===== src/rtl/idct_pkg.sv =====
// Shared constants for the IDCT pipeline: default stage offsets, address width,
// block size and sequencer state encoding.
package idct_pkg;

  localparam int TP1_START_DEF = 25;
  localparam int TP2_START_DEF = 34;
  localparam int OUT_START_DEF = 43;
  localparam int AW_DEF        = 15;

  localparam int BLK      = 8;
  localparam int BLK_BITS = $clog2(BLK);

  typedef enum logic [1:0] {
    ST_IDLE = 2'd0,
    ST_RUN  = 2'd1,
    ST_FIN  = 2'd2
  } idct_seq_state_e;

  // A job length is usable only when it covers whole 8-row blocks.
  function automatic logic blk_aligned(input logic [BLK_BITS-1:0] lsb);
    return (lsb == {BLK_BITS{1'b0}});
  endfunction

endpackage


===== src/rtl/idct_seq_ctrl_if.sv =====
// Job request / pipeline control bundle of the IDCT sequencer.
// Build option IDCT_SEQ_ERR_EN adds the sticky err flag.
interface idct_seq_ctrl_if #(
  parameter int AW = 15
);
  logic          start;
  logic [AW-1:0] num_rows;
  logic          abort;
  logic          rd_en;
  logic [AW-1:0] rd_addr;
  logic          tp1_en;
  logic          tp1_rst_n;
  logic          tp2_en;
  logic          tp2_rst_n;
  logic          wr_en;
  logic [AW-1:0] wr_addr;
  logic          busy;
  logic          done;
`ifdef IDCT_SEQ_ERR_EN
  logic          err;

  modport master (
    output start, num_rows, abort,
    input  rd_en, rd_addr, tp1_en, tp1_rst_n, tp2_en, tp2_rst_n,
    input  wr_en, wr_addr, busy, done, err
  );
  modport slave (
    input  start, num_rows, abort,
    output rd_en, rd_addr, tp1_en, tp1_rst_n, tp2_en, tp2_rst_n,
    output wr_en, wr_addr, busy, done, err
  );
`else
  modport master (
    output start, num_rows, abort,
    input  rd_en, rd_addr, tp1_en, tp1_rst_n, tp2_en, tp2_rst_n,
    input  wr_en, wr_addr, busy, done
  );
  modport slave (
    input  start, num_rows, abort,
    output rd_en, rd_addr, tp1_en, tp1_rst_n, tp2_en, tp2_rst_n,
    output wr_en, wr_addr, busy, done
  );
`endif
endinterface


===== src/rtl/idct_seq_window.sv =====
// Registered [lo, hi) window decode of the job counter, with the
// window-relative offset of the counter as a second registered output.
module idct_seq_window #(
  parameter int TW = 16,
  parameter int AW = 15
) (
  input  logic          clk,
  input  logic          reset,
  input  logic          en,
  input  logic [TW-1:0] t,
  input  logic [TW-1:0] lo,
  input  logic [TW-1:0] hi,
  output logic          hit_r,
  output logic [AW-1:0] offs_r
);
  logic in_s;

  // Window membership of the next counter value
  always_comb begin
    in_s = en && (t >= lo) && (t < hi);
  end

  // Hit flag and offset, both forced to zero outside the window
  always_ff @(posedge clk or negedge reset) begin
    if (!reset) begin
      hit_r  <= 1'b0;
      offs_r <= {AW{1'b0}};
    end else if (in_s) begin
      hit_r  <= 1'b1;
      offs_r <= AW'(t - lo);
    end else begin
      hit_r  <= 1'b0;
      offs_r <= {AW{1'b0}};
    end
  end
endmodule


===== src/rtl/idct_seq_ctrl.sv =====
// Job-level sequencer for the two-pass IDCT pipeline (read, transpose 1/2, write).
// Build option IDCT_SEQ_ERR_EN adds a sticky flag for rejected job lengths.
module idct_seq_ctrl
  import idct_pkg::*;
#(
  parameter int TP1_START = TP1_START_DEF,
  parameter int TP2_START = TP2_START_DEF,
  parameter int OUT_START = OUT_START_DEF,
  parameter int AW        = AW_DEF
) (
  input  logic           clk,
  input  logic           reset,
  idct_seq_ctrl_if.slave bus
);
  // One extra counter bit so OUT_START + N never wraps.
  localparam int            TW     = AW + 1;
  localparam logic [TW-1:0] T_ZERO = {TW{1'b0}};
  localparam logic [TW-1:0] T_ONE  = TW'(1);
  localparam logic [TW-1:0] T_TOP  = {TW{1'b1}};
  localparam logic [TW-1:0] TP1_LO = TW'(TP1_START);
  localparam logic [TW-1:0] TP2_LO = TW'(TP2_START);
  localparam logic [TW-1:0] OUT_LO = TW'(OUT_START);
  localparam logic [1:0]    S_IDLE = ST_IDLE;
  localparam logic [1:0]    S_RUN  = ST_RUN;
  localparam logic [1:0]    S_FIN  = ST_FIN;

  logic [1:0]    state_r, state_nx_s;
  logic [TW-1:0] t_r, t_nx_s, t_inc_s, end_s, rd_hi_s, wr_hi_s;
  logic [AW-1:0] n_r, n_nx_s;
  logic          legal_s, run_nx_s;
  logic          busy_r, done_r;
  logic          rd_en_s, tp1_en_s, tp2_en_s, wr_en_s;
  logic [AW-1:0] rd_addr_s, wr_addr_s, tp1_offs_unused_s, tp2_offs_unused_s;

  // Next state, counter and latched length
  always_comb begin
    legal_s    = (bus.num_rows != {AW{1'b0}}) && blk_aligned(bus.num_rows[BLK_BITS-1:0]);
    end_s      = OUT_LO + {1'b0, n_r};
    t_inc_s    = t_r + T_ONE;
    state_nx_s = state_r;
    t_nx_s     = t_r;
    n_nx_s     = n_r;
    case (state_r)
      S_IDLE: begin
        if (bus.start && legal_s) begin
          state_nx_s = S_RUN;
          t_nx_s     = T_ZERO;
          n_nx_s     = bus.num_rows;
        end else begin
          state_nx_s = S_IDLE;
        end
      end
      S_RUN: begin
        if (bus.abort) begin
          state_nx_s = S_IDLE;
          t_nx_s     = T_ZERO;
        end else if (t_inc_s == end_s) begin
          state_nx_s = S_FIN;
          t_nx_s     = T_ZERO;
        end else begin
          t_nx_s     = t_inc_s;
        end
      end
      S_FIN: begin
        state_nx_s = S_IDLE;
        t_nx_s     = T_ZERO;
      end
      default: begin
        state_nx_s = S_IDLE;
        t_nx_s     = T_ZERO;
      end
    endcase
    // Windows see the length being latched on the accepting edge.
    run_nx_s = (state_nx_s == S_RUN);
    rd_hi_s  = {1'b0, n_nx_s};
    wr_hi_s  = OUT_LO + rd_hi_s;
  end

  // FSM state, job counter and job length
  always_ff @(posedge clk or negedge reset) begin
    if (!reset) begin
      state_r <= S_IDLE;
      t_r     <= T_ZERO;
      n_r     <= {AW{1'b0}};
    end else begin
      state_r <= state_nx_s;
      t_r     <= t_nx_s;
      n_r     <= n_nx_s;
    end
  end

  // Job status outputs
  always_ff @(posedge clk or negedge reset) begin
    if (!reset) begin
      busy_r <= 1'b0;
      done_r <= 1'b0;
    end else begin
      busy_r <= (state_nx_s != S_IDLE);
      done_r <= (state_nx_s == S_FIN);
    end
  end

  idct_seq_window #(.TW(TW), .AW(AW)) u_rd_win (
    .clk(clk), .reset(reset), .en(run_nx_s), .t(t_nx_s),
    .lo(T_ZERO), .hi(rd_hi_s), .hit_r(rd_en_s), .offs_r(rd_addr_s)
  );
  idct_seq_window #(.TW(TW), .AW(AW)) u_tp1_win (
    .clk(clk), .reset(reset), .en(run_nx_s), .t(t_nx_s),
    .lo(TP1_LO), .hi(T_TOP), .hit_r(tp1_en_s), .offs_r(tp1_offs_unused_s)
  );
  idct_seq_window #(.TW(TW), .AW(AW)) u_tp2_win (
    .clk(clk), .reset(reset), .en(run_nx_s), .t(t_nx_s),
    .lo(TP2_LO), .hi(T_TOP), .hit_r(tp2_en_s), .offs_r(tp2_offs_unused_s)
  );
  idct_seq_window #(.TW(TW), .AW(AW)) u_wr_win (
    .clk(clk), .reset(reset), .en(run_nx_s), .t(t_nx_s),
    .lo(OUT_LO), .hi(wr_hi_s), .hit_r(wr_en_s), .offs_r(wr_addr_s)
  );

`ifdef IDCT_SEQ_ERR_EN
  logic err_r;

  // Sticky rejected-length flag, cleared by the next accepted job
  always_ff @(posedge clk or negedge reset) begin
    if (!reset) begin
      err_r <= 1'b0;
    end else if ((state_r == S_IDLE) && bus.start) begin
      err_r <= !legal_s;
    end else begin
      err_r <= err_r;
    end
  end

  assign bus.err = err_r;
`endif

  assign bus.rd_en     = rd_en_s;
  assign bus.rd_addr   = rd_addr_s;
  assign bus.tp1_en    = tp1_en_s;
  assign bus.tp1_rst_n = tp1_en_s;
  assign bus.tp2_en    = tp2_en_s;
  assign bus.tp2_rst_n = tp2_en_s;
  assign bus.wr_en     = wr_en_s;
  assign bus.wr_addr   = wr_addr_s;
  assign bus.busy      = busy_r;
  assign bus.done      = done_r;
endmodule


===== src/flat_wrapper.sv =====
// flat-port wrapper written by rule: the top's interface ports become plain ports
module idct_seq_ctrl_flat import idct_pkg::*;
#(
  parameter int TP1_START = TP1_START_DEF,
  parameter int TP2_START = TP2_START_DEF,
  parameter int OUT_START = OUT_START_DEF,
  parameter int AW        = AW_DEF
)
  (clk, reset, bus_start, bus_num_rows, bus_abort, bus_rd_en, bus_rd_addr, bus_tp1_en, bus_tp1_rst_n, bus_tp2_en, bus_tp2_rst_n, bus_wr_en, bus_wr_addr, bus_busy, bus_done);
  idct_seq_ctrl_if #(.AW(AW)) bus_i ();
  input  logic clk;
  input  logic reset;
  input wire logic [$bits(bus_i.start)-1:0] bus_start;
  input wire logic [$bits(bus_i.num_rows)-1:0] bus_num_rows;
  input wire logic [$bits(bus_i.abort)-1:0] bus_abort;
  output wire logic [$bits(bus_i.rd_en)-1:0] bus_rd_en;
  output wire logic [$bits(bus_i.rd_addr)-1:0] bus_rd_addr;
  output wire logic [$bits(bus_i.tp1_en)-1:0] bus_tp1_en;
  output wire logic [$bits(bus_i.tp1_rst_n)-1:0] bus_tp1_rst_n;
  output wire logic [$bits(bus_i.tp2_en)-1:0] bus_tp2_en;
  output wire logic [$bits(bus_i.tp2_rst_n)-1:0] bus_tp2_rst_n;
  output wire logic [$bits(bus_i.wr_en)-1:0] bus_wr_en;
  output wire logic [$bits(bus_i.wr_addr)-1:0] bus_wr_addr;
  output wire logic [$bits(bus_i.busy)-1:0] bus_busy;
  output wire logic [$bits(bus_i.done)-1:0] bus_done;
  assign bus_i.start = bus_start;
  assign bus_i.num_rows = bus_num_rows;
  assign bus_i.abort = bus_abort;
  assign bus_rd_en = bus_i.rd_en;
  assign bus_rd_addr = bus_i.rd_addr;
  assign bus_tp1_en = bus_i.tp1_en;
  assign bus_tp1_rst_n = bus_i.tp1_rst_n;
  assign bus_tp2_en = bus_i.tp2_en;
  assign bus_tp2_rst_n = bus_i.tp2_rst_n;
  assign bus_wr_en = bus_i.wr_en;
  assign bus_wr_addr = bus_i.wr_addr;
  assign bus_busy = bus_i.busy;
  assign bus_done = bus_i.done;
  idct_seq_ctrl #(.TP1_START(TP1_START), .TP2_START(TP2_START), .OUT_START(OUT_START), .AW(AW)) u_core (.clk(clk), .reset(reset), .bus(bus_i));
endmodule

===== config.mk =====
export PLATFORM = sky130hd
export DESIGN_NAME = idct_seq_ctrl_flat
export DESIGN_NICKNAME = d
export VERILOG_FILES = /design/src/rtl/idct_pkg.sv /design/src/rtl/idct_seq_ctrl_if.sv /design/src/rtl/idct_seq_window.sv /design/src/rtl/idct_seq_ctrl.sv /design/src/flat_wrapper.sv
export SDC_FILE = /design/constraint.sdc
export NUM_CORES = 1
export LEC_CHECK = 0
export ABC_AREA = 1
export ABC_CLOCK_PERIOD_IN_PS = 3700
export BUFFER_PORTS_ARGS = -buffer_cell sky130_fd_sc_hd__buf_2
export CORE_UTILIZATION = 37
export CTS_CLUSTER_SIZE = 24
export DETAILED_ROUTE_END_ITERATION = 10
export PLACE_DENSITY = 0.55
export SLEW_MARGIN = 20
export SYNTH_ARGS = -nofsm -noshare
export SYNTH_HDL_FRONTEND = slang
export SYNTH_SLANG_ARGS = --single-unit

===== constraint.sdc =====
create_clock -name clk -period 3.7 [get_ports clk]
set_input_delay 0.185 -clock clk [delete_from_list [all_inputs] [get_ports clk]]
set_output_delay 0.185 -clock clk [all_outputs]
set_load 0.1 [all_outputs]

## After elaboration in Yosys (flattened, before gate mapping)

Cells that the tools add are included.

| operators by class | value |
|---|---|
| add/subtract/negate cells | 4 |
| magnitude comparators | 7 |
| equal/unequal tests | 4 |
| reductions and logical operators | 14 |
| mux-type cells | 16 |

Operators with widths:

| kind | count |
|---|---|
| 15-bit 2-to-1 mux | 4 |
| 16-bit 2-to-1 mux | 3 |
| 6-bit by 15-bit adder with 16-bit output, first input constant | 2 |
| 16-bit by 6-bit greater-or-equal comparator with 1-bit output, second input constant | 2 |
| 16-bit one-hot mux with 2 select lines | 1 |
| 16-bit by 1-bit adder with 16-bit output, second input constant | 1 |
| 16-bit equality test | 1 |
| 16-bit by 1-bit greater-or-equal comparator with 1-bit output, second input constant | 1 |
| 16-bit by 5-bit greater-or-equal comparator with 1-bit output, second input constant | 1 |
| 16-bit by 15-bit < comparator with 1-bit output | 1 |
| 16-bit < comparator | 1 |
| 16-bit < comparator, second input constant | 1 |
| 15-bit nonzero test | 1 |
| 15-bit by 6-bit subtractor with 15-bit output, second input constant | 1 |
| 1-bit logical AND | 10 |
| 1-bit 2-to-1 mux | 5 |
| 2-bit by 1-bit equality test with 1-bit output, second input constant | 2 |
| 2-bit 2-to-1 mux | 2 |
| 2-bit one-hot mux with 2 select lines | 1 |
| 3-bit zero test | 1 |
| 2-bit equality test, second input constant | 1 |
| 2-bit zero test | 1 |
| 2-bit nonzero test | 1 |

| word-level totals | value |
|---|---|
| register bits | 69 |
| logic and storage cells | 56 |

## Logic depth before layout (Yosys ltp)

| depth | value |
|---|---|
| depth in word-level cells | 9 |
| gate-level depth with buffers | 31 |
| depth with buffers taken out | 29 |

## Cells and area by module

From an unflattened synthesis, not the netlist that was laid out.

| second synthesis, totals | value |
|---|---|
| cell total of the unflattened synthesis | 1,643 |
| area total of the unflattened synthesis | 10,707.8 sq um |

Modules (own cells, without submodules):

| module | sequential area each (sq um) | cells each | area an instance (sq um) | instances |
|---|---|---|---|---|
| idct_seq_window at u_core.u_tp1_win ... | 400.4 | 279 | 1,865.5 | 3 |
| idct_seq_ctrl | 875.8 | 528 | 3,168.0 | 1 |
| idct_seq_window at u_core.u_rd_win | 400.4 | 278 | 1,943.1 | 1 |

## Least setup slack after synthesis

No wires, ideal clock.

| timing path | value |
|---|---|
| path kind | input to register |
| from | input port bus_num_rows[3] |
| to | register u_core.u_wr_win.offs_r[8] |
| data required time | 3.580 ns |
| arrival | 3.176 ns |
| buffers on the path | 1 |
| setup slack | 0.403 ns |
| cell stages on the path | 27 |
| path through | nor4_1 -> nand3_1 -> nand2_1 -> nor2_1 -> clkinv_1 -> nand2_1 -> ha_1 -> o21ai_0 -> nand2_1 -> nand2_1 -> nand3_1 -> nor2_1 -> nand2_1 -> nor2_1 -> nand3_1 -> xor2_1 -> ha_1 -> nand2_1 -> inv_1 -> nand3_1 -> o211ai_1 -> nor2_1 -> nand2_1 -> inv_2 -> nand2_4 -> buf_12 -> nor2_2 |

| between the ends | value |
|---|---|
| longest elaborated chain between the ends | 9 |
| elaborated cells between the ends (all ways) | 17 |
| classes of those cells | add/sub (2); order compare (2); eq/ne (1); mux (7); reduce/logical (5) |

Ends and longest elaborated chain:

| item | line | RTL |
|---|---|---|
| start: declaration | flat_wrapper.sv:14 | `input wire logic [$bits(bus_i.num_rows)-1:0] bus_num_rows;` |
| 15-bit nonzero test | idct_seq_ctrl.sv:37 | `legal_s = (bus.num_rows != {AW{1'b0}}) && blk_aligned(bus.num_rows[BLK_BITS-1:0]);` |
| 1-bit logical AND | idct_seq_ctrl.sv:37 |  |
| 1-bit logical AND | idct_seq_ctrl.sv:45 | `if (bus.start && legal_s) begin` |
| 15-bit 2-to-1 mux (tied with other cells) | idct_seq_ctrl.sv:45 |  |
| 15-bit 2-to-1 mux (tied with other cells) | idct_seq_ctrl.sv:43 | `case (state_r)` |
| 6-bit by 15-bit adder with 16-bit output (tied with other cells) | idct_seq_ctrl.sv:76 | `wr_hi_s = OUT_LO + rd_hi_s;` |
| 16-bit < comparator / 1-bit logical AND (equally long branches) | idct_seq_window.sv:20 | `in_s = en && (t >= lo) && (t < hi);` |
| 1-bit logical AND | idct_seq_window.sv:20 |  |
| 15-bit 2-to-1 mux (*) | idct_seq_window.sv:28 | `end else if (in_s) begin` |
| end signal: assignment | idct_seq_window.sv:27 | `offs_r <= {AW{1'b0}};` |
| end signal: assignment | idct_seq_window.sv:30 | `offs_r <= AW'(t - lo);` |
| end signal: assignment | idct_seq_window.sv:33 | `offs_r <= {AW{1'b0}};` |
| end: declaration | idct_seq_window.sv:14 | `output logic [AW-1:0] offs_r` |

Mark *: on every way between the ends. The rest lies on a longest branch, timed or not.

## Final worst setup path

| timing path | value |
|---|---|
| from | register u_core.n_r[3] |
| to | register u_core.u_wr_win.offs_r[2] |

| between the ends | value |
|---|---|
| longest elaborated chain between the ends | 9 |
| elaborated cells between the ends (all ways) | 18 |
| classes of those cells | add/sub (3); order compare (2); eq/ne (2); mux (9); reduce/logical (2) |

Ends and longest elaborated chain:

| item | line | RTL |
|---|---|---|
| start: declaration | idct_seq_ctrl.sv:29 | `logic [AW-1:0] n_r, n_nx_s;` |
| start signal: assignment | idct_seq_ctrl.sv:84 | `n_r <= {AW{1'b0}};` |
| start signal: assignment | idct_seq_ctrl.sv:88 | `n_r <= n_nx_s;` |
| 6-bit by 15-bit adder with 16-bit output (*) | idct_seq_ctrl.sv:38 | `end_s = OUT_LO + {1'b0, n_r};` |
| 16-bit equality test (*) | idct_seq_ctrl.sv:57 | `end else if (t_inc_s == end_s) begin` |
| 16-bit 2-to-1 mux (*) | idct_seq_ctrl.sv:57 |  |
| 16-bit 2-to-1 mux (*) | idct_seq_ctrl.sv:54 | `if (bus.abort) begin` |
| 16-bit one-hot mux with 2 select lines (*) | idct_seq_ctrl.sv:43 |  |
| named net u_core.t_nx_s[15] | idct_seq_ctrl.sv:28 | `logic [TW-1:0] t_r, t_nx_s, t_inc_s, end_s, rd_hi_s, wr_hi_s;` |
| 16-bit by 6-bit greater-or-equal comparator with 1-bit output | idct_seq_window.sv:20 |  |
| 1-bit logical AND | idct_seq_window.sv:20 |  |
| 1-bit logical AND (*) | idct_seq_window.sv:20 |  |
| 15-bit 2-to-1 mux (*) | idct_seq_window.sv:28 |  |

The timed path passes the listed nets; every way through them passes the cells marked *.

==> metrics.txt <==
most frequent cells in the layout nand2_1 (208), inv_1 (92), buf_4 (87), dfrtp_1 (69), nor2_1 (64); fmax 285 MHz; Fin Setup TNS 0 ps; vias in the first global route 4,886; final period utilization 0.948; Final HPWL DP around 12 mm; die height 120 µm; Fin. Hold Viols 0; Mean Syn Cell Area between 7 and 8 µm²; # setup viols final 0; Clk pwr share 0.371; drt first pass iters 8; final antenna-violating net count 0; clock period minus worst slack approximately 3500 ps; critical path startpoint category register; total power approximately 2.6 mW; Max IR drop VDD 0.276 mV; WP data arrival 3740 ps; Via Count about 5,200; Layout area overhead 31.3%; Switching Fraction 0.336; Total Wirelength 15.9 mm; Cells after Synth 732; first-pass GRT wire length between 20 and 25 mm; diode count 0; Critical Path RT between 3000 and 4000 ps; Longest Clk Path Bufs 2; sequential share of power 0.321; latest clock arrival within the worst-skew pair 340 ps; DR iter-0 viols 290; post-layout util 0.506; Syn Std Cell Area around 0.0052 mm²; input/output buffers 56; Die W 120 µm; setup slack at placement -401 ps; Min Hold Slack 262 ps; largest net degree at the start of global routing 42; #FFs+latches synth 69; Crit. End Element register; pwr/cell area 376 mW/mm²; Worst Setup Path Type reg2reg; core footprint between 0.01 and 0.015 mm²; initial antenna violation count 0; Die ar. about 0.014 mm²; CTS H-Tree Depth 3; # clock sinks 69; sw power 0.861 mW; commonest non-fill, non-tap cell in the layout nand2_1; total global routing overflow 0; fill count about 1,400; boundary pin count 57; Reg clk slew, reported paths approximately 60 ps; Worst Tran Pin Value 743 ps; share of layout cells above drive strength 1 0.293; Int Pwr 1.70 mW; LEAKAGE 3.77 nW; nets 935; Global Route Usage Sum 0.225; DR vias/cell 4.92; Worst Hold Class in2reg; CTS tree done; wire per inst roughly 15 µm; Max transition margin 0.505; post-synthesis net count slightly below 800; outcome complete, no violations; CTS root buf clkbuf_16; setup slack after layout 193 ps; synth warn 0; combinational share of power 0.308; CTS Buf Count 9; Starting Density 0.386; routability cong. 0.921; Netlist cell types 40; register area share after synthesis 0.333; Worst Skew 7.02 ps; number of cell rows 42; final slew viol count 0; crit-path max FO 8; Max-Cap Viols 0; DRC 0
[cells by family after synthesis]
logic type               synth area share
buffers and inverters              0.0946
flip-flops                          0.333
AND/OR/NAND/NOR                     0.385
XOR/XNOR                           0.0437
adder cells (fa/ha/maj)            0.0820
AO/OA/AOI/OAI                      0.0618
[registers in the layout, indices dropped and copies added (netlist names), 2 cells and up]
signal and flops:
u_core.u_rd_win.offs_r 15, u_core.u_wr_win.offs_r 15, u_core.state_r 2, u_core.n_r 15, u_core.t_r 16
[Yosys cell counts (all sizes together)]
library cell	number	area [µm²]
clkbuf	2	7.51
xor2	22	200
a21oi	14	73.8
dfrtp	69	1730
nor3b	2	15.0
inv	100	375
a211oi	4	30.0
o22ai	1	6.26
xnor2	3	26.3
nor2	98	450
nand2b	1	6.26
ha	34	425
and3	1	6.26
nand2	231	932
nand4	12	75.1
buf	9	87.6
o211ai	1	7.51
nor4	5	31.3
clkinv	5	20.0
nand3b	1	7.51
o21ai	33	195
o21a	1	7.51
nand3	71	413
nor3	12	60.1
[final cells by class]
type                            count  area (µm²)  area share
Inverter                          105         398      0.0584
Timing Repair Buffer              147         986       0.145
Multi-Input combinational cell    550        3150       0.463
Clock buffer                        9         225      0.0331
Sequential cell                    69        1730       0.254
Tap cell                          176         220      0.0323
Clock inverter                      7         100      0.0147
[worst paths after layout]
| path | startpoint | endpoint | slack [ps] | cells after the start |
|---|---|---|---|---|
| max in group asynchronous | reset | u_core.t_r[9]$_DFF_PN0_ | 2210 | 3 |
| setup reg to reg | u_core.n_r[3]$_DFF_PN0_ | u_core.u_wr_win.offs_r[2]$_DFF_PN0_ | 190 | 22 |
| setup / recovery | u_core.n_r[3]$_DFF_PN0_ | u_core.u_wr_win.offs_r[2]$_DFF_PN0_ | 190 | 22 |
| hold / removal | bus_abort | u_core.bus.done$_DFF_PN0_ | 260 | 4 |
| hold reg to reg | u_core.t_r[14]$_DFF_PN0_ | u_core.t_r[14]$_DFF_PN0_ | 660 | 2 |
| min in group asynchronous | reset | u_core.n_r[3]$_DFF_PN0_ | 460 | 2 |
[critical path, cell delays in order, from the launching register on]
cell,delay (ps)
dfrtp_1,440
a21oi_2,400
nand2_4,140
buf_4,160
nand2_1,50
nand2_1,50
nand2_1,90
nor2_1,60
nor2_1,100
nand3_1,120
nor2_4,190
nand2_4,100
buf_4,160
nand3_1,80
o21ai_2,90
ha_1,330
nand2_1,50
inv_1,60
nand3_1,80
nor3_1,320
nand2_4,160
nand2_8,140
nor2_1,50
[power groups by stage]
stage	clock network, mW	logic, mW	registers, mW
after floorplan	0	0.453	0.837
after global placement	0	0.737	0.832
after detailed placement	0	0.753	0.831
after CTS	0.962	0.759	0.818
after global routing	0.992	0.893	0.825
final	0.949	0.789	0.821
[per-layer routing]
metal	wire length, µm	track usage	vias up
li1	-	-	2634
met1	7170	0.303	2432
met2	7540	0.379	140
met3	723	0.0255	27
met4	493	0.0671	0
met5	0	0	-
[per-stage QoR]
stage                     area, µm²  cells
after floorplan                5190    732
after global placement         6230   1038
after detailed placement       6230   1038
after CTS                      6580   1055
after global routing           6810   1063
final                          6810   1063
[repair_timing]
item                                   in CTS  in global routing
setup endpoints to repair                  16                 32
pin swaps                                   0                 16
endpoints found under the hold margin      28                  0
hold buffers                                1                  0
gates resized for setup                     3                 36
buffers inserted                            0                  5
gates cloned                                0                  3
Power figures use the tool's default switching activity.
